==> config.mk <==
export PLATFORM = sky130hd
export DESIGN_NAME = ez8_prog_loader
export DESIGN_NICKNAME = d
export VERILOG_FILES = /design/src/rtl/ez8_prog_loader.sv
export SDC_FILE = /design/constraint.sdc
export NUM_CORES = 1
export LEC_CHECK = 0
export CAP_MARGIN = 25
export CORE_MARGIN = 2
export CORE_UTILIZATION = 30
export DETAILED_ROUTE_END_ITERATION = 6
export PLACE_DENSITY = 0.47
export SYNTH_ARGS = -nofsm -noshare
export SYNTH_HDL_FRONTEND = slang
export SYNTH_SLANG_ARGS = --single-unit
==> constraint.sdc <==
create_clock -name clk -period 7.1 [get_ports clk]
set_clock_uncertainty 0.05 [all_clocks]
set_input_delay 0.71 -clock clk [delete_from_list [all_inputs] [get_ports clk]]
set_output_delay 0.71 -clock clk [all_outputs]
set_load 0.02 [all_outputs]
==> src/rtl/ez8_prog_loader.sv <==
// Framed byte-stream program loader for ez8_cpu: assembles 16-bit words, writes instruction
// memory, verifies the checksum, then sequences the CPU out of pause/reset.
//
// state     | meaning
// IDLE      | waiting for SYNC, CPU held
// LEN_HI    | expecting length high byte
// LEN_LO    | expecting length low byte, range check
// DATA_HI   | expecting word high byte
// DATA_LO   | expecting word low byte, write issued next cycle
// CHECK     | expecting checksum byte
// RESET_CPU | CPU unpaused but still in reset
// RUN       | CPU running, SYNC restarts a load
module ez8_prog_loader #(
  parameter int          ADDR_WIDTH   = 12,
  parameter logic [7:0]  SYNC_BYTE    = 8'hA5,
  parameter int          RESET_CYCLES = 1
) (
  input  logic                  clk,
  input  logic                  reset,
  input  logic [7:0]            in_data,
  input  logic                  in_valid,
  output logic                  in_ready,
  output logic [ADDR_WIDTH-1:0] instr_writeaddr,
  output logic [15:0]           instr_writedata,
  output logic                  instr_write_en,
  output logic                  cpu_pause,
  output logic                  cpu_reset,
  output logic                  done,
  output logic                  load_error
);

  localparam logic [16:0] MAX_WORDS = 17'd1 << ADDR_WIDTH;
  localparam int          RC_W      = (RESET_CYCLES > 1) ? $clog2(RESET_CYCLES + 1) : 1;

  typedef enum logic [2:0] {
    IDLE, LEN_HI, LEN_LO, DATA_HI, DATA_LO, CHECK, RESET_CPU, RUN
  } state_t;

  state_t                state, state_nxt;
  logic [7:0]            len_hi;
  logic [7:0]            word_hi;
  logic [7:0]            sum;
  logic [ADDR_WIDTH:0]   words_left;
  logic [RC_W-1:0]       rst_cnt;

  logic                  accept;
  logic                  is_sync;
  logic [15:0]           len_full;
  logic                  too_big;
  logic                  last_word;
  logic                  cksum_ok;

  assign accept    = in_valid & in_ready;
  assign is_sync   = (in_data == SYNC_BYTE);
  assign len_full  = {len_hi, in_data};
  assign too_big   = ({1'b0, len_full} > MAX_WORDS);
  assign last_word = (words_left == (ADDR_WIDTH + 1)'(1));
  assign cksum_ok  = (in_data == sum);

  always_comb begin
    state_nxt = state;
    case (state)
      IDLE:      if (accept && is_sync) state_nxt = LEN_HI;
      LEN_HI:    if (accept) state_nxt = LEN_LO;
      LEN_LO: begin
        if (accept) begin
          if (too_big)               state_nxt = IDLE;
          else if (len_full == 16'd0) state_nxt = CHECK;
          else                       state_nxt = DATA_HI;
        end
      end
      DATA_HI:   if (accept) state_nxt = DATA_LO;
      DATA_LO:   if (accept) state_nxt = last_word ? CHECK : DATA_HI;
      CHECK:     if (accept) state_nxt = cksum_ok ? RESET_CPU : IDLE;
      RESET_CPU: if (rst_cnt == RC_W'(1)) state_nxt = RUN;
      RUN:       if (accept && is_sync) state_nxt = LEN_HI;
      default:   state_nxt = IDLE;
    endcase
  end

  // Control outputs are registered from the next state so they line up with the state register.
  always_ff @(posedge clk) begin
    if (reset) begin
      state           <= IDLE;
      in_ready        <= 1'b0;
      instr_writeaddr <= '0;
      instr_writedata <= '0;
      instr_write_en  <= 1'b0;
      cpu_pause       <= 1'b1;
      cpu_reset       <= 1'b1;
      done            <= 1'b0;
      load_error      <= 1'b0;
      len_hi          <= '0;
      word_hi         <= '0;
      sum             <= '0;
      words_left      <= '0;
      rst_cnt         <= '0;
    end else begin
      state          <= state_nxt;
      in_ready       <= (state_nxt != RESET_CPU);
      cpu_pause      <= !((state_nxt == RESET_CPU) || (state_nxt == RUN));
      cpu_reset      <= (state_nxt != RUN);
      done           <= (state_nxt == RUN);
      instr_write_en <= 1'b0;

      // Saturate so a full-depth load never wraps back onto word 0.
      if (instr_write_en && (instr_writeaddr != '1))
        instr_writeaddr <= instr_writeaddr + 1'b1;

      if (state == RESET_CPU)
        rst_cnt <= rst_cnt - 1'b1;

      if (accept) begin
        case (state)
          IDLE, RUN: begin
            if (is_sync) begin
              sum        <= '0;
              load_error <= 1'b0;
            end
          end
          LEN_HI: begin
            len_hi <= in_data;
            sum    <= sum + in_data;
          end
          LEN_LO: begin
            sum             <= sum + in_data;
            words_left      <= len_full[ADDR_WIDTH:0];
            instr_writeaddr <= '0;
            if (too_big) load_error <= 1'b1;
          end
          DATA_HI: begin
            word_hi <= in_data;
            sum     <= sum + in_data;
          end
          DATA_LO: begin
            instr_writedata <= {word_hi, in_data};
            instr_write_en  <= 1'b1;
            sum             <= sum + in_data;
            words_left      <= words_left - 1'b1;
          end
          CHECK: begin
            if (cksum_ok) rst_cnt    <= RC_W'(RESET_CYCLES);
            else          load_error <= 1'b1;
          end
          default: ;
        endcase
      end
    end
  end

endmodule
; ---- Word-level counts from Yosys, hierarchy flattened
; Index checks and enable logic that the tools add are counted.
[totals]
input_bits = 11
n_memories = 0
wordCells = 84
regBits = 75
romBits = 0
ram_bits = 0
latch_bits = 0
[op_classes]
order_cmp = 1
eq_ne = 18
mux = 27
shift = 0
reduce_logical = 18
n_bitwise = 2
multipliers = 0
div_mod_pow = 0
n_addsub = 4
[ops]
columns = cell, n
row1 = 12-bit two-way mux, 3
row2 = 3-bit two-way mux, 11
row3 = 13-bit case mux with 2 select lines, 1
row4 = 3-bit case mux with 7 select lines, 1
row5 = 3-bit equality test (second input constant), 6
row6 = 16-bit by 13-bit > comparator with 1-bit output (second input constant), 1
row7 = 16-bit zero test, 1
row8 = 8-bit case mux with 2 select lines, 1
row9 = 13-bit by 1-bit equality test with 1-bit output (second input constant), 1
row10 = 13-bit by 1-bit subtractor with 13-bit output (second input constant), 1
row11 = 12-bit by 1-bit adder with 12-bit output (second input constant), 1
row12 = 12-bit inequality test (second input constant), 1
row13 = 8-bit adder, 1
row14 = 8-bit equality test, 1
row15 = 8-bit equality test (second input constant), 1
row16 = 1-bit two-way mux, 8
row17 = 8-bit two-way mux, 1
row18 = 2-bit AND reduction, 4
row19 = 3-bit by 2-bit equality test with 1-bit output (second input constant), 2
row20 = 3-bit inequality test (second input constant), 2
row21 = 5-bit AND reduction, 1
row22 = 2-bit inequality test (second input constant), 2
row23 = 2-bit nonzero test, 2
row24 = 2-bit OR reduction, 2
row25 = 13 further kinds, 14

; ---- Logic depth before layout (Yosys ltp)
[depth]
ltp_word = 8
depth_mapped = 8

; ---- Least setup slack after synthesis
; OpenSTA, ideal clock, no wires.
[synth_timing]
path_kind = input -> register
from = in in_data[1]
to = reg state[1]
arrival_time_ps = 2556
n_path_buf = 0
setup_slack_ps = 4398
stages = 6
path_cell_list = ha_1 > or4_1 > or4_4 > o22ai_2 > a221oi_1 > a221oi_1
[synth_via]
elab_chain_len = 5
word_cells_on_any_way = 12
cone_classes = 1 x order compare / 2 x eq/ne / 7 x mux / 2 x reduce/logical
[synth_lines]
columns = item, line
row1 = start: declaration, 20  ; input logic [7:0] in_data,
row2 = "parallel branches: the longest is 4 deep, another holds 16-bit by 13-bit > comparator with 1-bit output", n/a
row3 = 3-bit case mux with 7 select lines *, 62  ; case (state)
row4 = end signal: assignment, 99  ; state <= state_nxt;
row5 = end: declaration, 39  ; state_t state, state_nxt;
; Every way passes the cells marked *.
; A chain may end at the register's enable or synchronous reset.

; ---- Final worst setup path
; Ends and elaborated chain as after synthesis.

==> metrics <==
outcome finished clean; hpwl dp 7.238 mm; post-CTS setup buffer count 0; drt first-iter violations a little over 200; Die Ht roughly 120 µm; placed inst area 4362 µm²; Die W 116.5 µm; diode count 0; Post-layout nets 524; Worst slew margin 37.64%; Post-synth EDFFs 0; Clock Path Buffers 2; Top Ports 45; final WL 10.34 mm; TritonRoute pass-1 iters 4; GRT overflow 0; latest clock arrival within the worst-skew pair 0.33 ns; share of the synthesized area in the top cell type 39.56%; TritonCTS sink count 75; Worst EP arrival about 3.4 ns; post-synthesis xor/xnor area fraction 4.154%; CP required 7.29 ns; # resized after CTS 0; Top FF cell, synth dfxtp_1; Buf/Inv on CP 1; leak pwr roughly 1.6 nW; Max Freq just over 300 MHz; worst-path maximum fanout 8; Routed Antenna Nets 0; Worst setup EP type flip-flop; PnR worst setup slack 3.878 ns; post-synthesis mux area share 2.638%; hold buffers post-CTS 0; most used cell, CP a221oi_1; I/O Buffers 44; gr usage total roughly 16%; commonest non-fill, non-tap cell in the layout dfxtp_1; share of cells above drive strength 1 7.115%; unrepaired setup endpoints after global routing no; Mapped Area 3795 µm²; area leader, netlist dfxtp_1; post-synthesis adder-cell area fraction ~4.2%; FFs w/ async S/R, synth 0%; worst path cell trace clkdlybuf4s50_1, ha_1, or4_1, or4_4, o22ai_2, a221oi_1, a221oi_1; largest family of logic cells by synthesized area simple AND/OR/NAND/NOR gates; Vias/cell 5.102; Tmin final 3.222 ns; DRC 0; number of max-cap violations 0; routed len/inst approximately 15 µm; worst setup path class in2reg; Slowest Stage Delay on Critical Path 0.69 ns; total number of vias roughly 3500; Worst Tran Pin Value slightly above 0.9 ns; Slew Viols, Final 0; Tcrit/Tclk final roughly 45%; largest net degree at the start of global routing 60; synthesized instance count 466; fin area 4666 µm²; final setup vio count 0; Synth Area in Simple Gates approximately a quarter; Die Area approximately 14000 µm²; CTS buffer count 9; Placer Congestion roughly 0.83; top post-synthesis cells by area dfxtp_1 (40%), a21oi_1 (6.7%), nand2_1 (6.3%), nor2_1 (4.7%), ha_1 (3.6%); H-tree Lvls 3; first-pass GRT wire length 16.96 mm; Syn Nets 489; Post-Route Setup TNS 0 ns; initial antenna violation count 0; pwr/cell area 221.3 nW/µm²; clk slew on worst S/H paths 0.06 ns; Seq cells post-synth 75; number of cell rows 41; maximum VDD drop 0.1030 mV; final hold vios 0; HP Class reg2reg; Syn. warnings 0; starting density of the core between 30 and 40%; compound-cell area share of the yosys netlist 19.75%; CTS tree built; Netlist cell types 62; vias in the first global route approximately 3300; area delta synth->final 22.95%; Core ar. 12470 µm²; CP max-delay cell clkdlybuf4s50_1; Avg Cell Area, Syn 8.144 µm²; Top delay family on crit path simple AND/OR/NAND/NOR gates; Clock Tree Root clkbuf_16; Critical Path Source Type input port; register area share after synthesis between 30% and 40%; fillers approximately 1300; final core utilization a little under two fifths; commonest cells after routing, fill and taps aside dfxtp_1 (75), nand2_1 (64), a21oi_1 (51), nor2_1 (48), clkdlybuf4s50_1 (43); Placement Setup Slack 3.565 ns
[cells by family after synthesis]
| kind of cell | after synthesis |
|---|---|
| simple gates | 199 |
| compound gates | 116 |
| flops | 75 |
| buf+inv | 36 |
| xor+xnor | 18 |
| fa+ha+maj | 12 |
| mux | 10 |
[per-stage QoR]
step	std cells	power [mW]	hold slack [ns]
floorplan	466	0.5385	0.3812
global placement	662	0.5754	0.3941
detailed placement	662	0.5761	0.3970
CTS	678	1.053	0.4089
global route	678	1.081	0.4236
finish	678	1.033	0.4022
[synth_stat cells, drive strengths merged (2+ instances only)]
master / n
and2: 4
o21ai: 21
a221oi: 2
a22oi: 5
nand3: 17
buf: 6
or3: 6
nand4: 5
nand2: 64
a31oi: 3
mux2i: 10
xnor2: 10
o221ai: 3
nor2b: 2
or2: 4
a211oi: 5
and3b: 2
nor3: 14
nor4: 12
o31a: 2
o31ai: 2
or4: 7
nor3b: 4
nor2: 48
nand2b: 3
o22ai: 2
or3b: 2
ha: 11
inv: 13
clkbuf: 17
a211o: 2
xor2: 8
a21o: 4
dfxtp: 75
a21oi: 53
[power by group]
part	internal, mW	leakage (nW)	switching, mW	total [mW]
Clock	0.282	0.148	0.183	0.465
Combinational	0.0458	0.809	0.0762	0.122
Sequential	0.429	0.605	0.0169	0.446
[tightest hold or removal path, delay by kind of cell (launching register included)]
kind            cells  cell delay, ns
flops               1            0.31
simple gates        1            0.05
compound gates      1            0.05
[metal layers]
metal / up-vias / GRT usage (%) / wire [µm]
met5: - / 0 / 0
met4: 0 / 3.571 / 61
met3: 6 / 4.359 / 484
met2: 81 / 26.05 / 4899
met1: 1628 / 21.48 / 4892
li1: 1744 / - / -
[flip-flops by register name (all words and copies together) (netlist names), 3 cells and up]
signal	count
state	3
instr_writedata	16
sum	8
instr_writeaddr	12
words_left	13
len_hi	8
word_hi	8
[area by class of cell]
class                      count  area (µm²)  area share, %
clock buffer                  10       239.0          5.122
timing repair buffer          47       457.9          9.815
multi-input combinational    355        2138          45.83
inverter                      13       48.80          1.046
clock inverter                 6       65.06          1.394
tap                          172       215.2          4.612
sequential                    75        1501          32.18
[worst paths after layout]
path,from,to,slack (ns),depth (start not counted)
setup reg to reg,state[2]$_SDFF_PP0_,words_left[11]$_SDFFE_PP0P_,4.53,4
setup / recovery,in_data[1],state[1]$_SDFF_PP0_,3.88,7
hold reg to reg,instr_writedata[4]$_SDFFE_PP0P_,instr_writedata[4]$_SDFFE_PP0P_,0.40,2
hold / removal,instr_writedata[4]$_SDFFE_PP0P_,instr_writedata[4]$_SDFFE_PP0P_,0.40,2
Note: power is estimated with default switching activity, not from simulation.
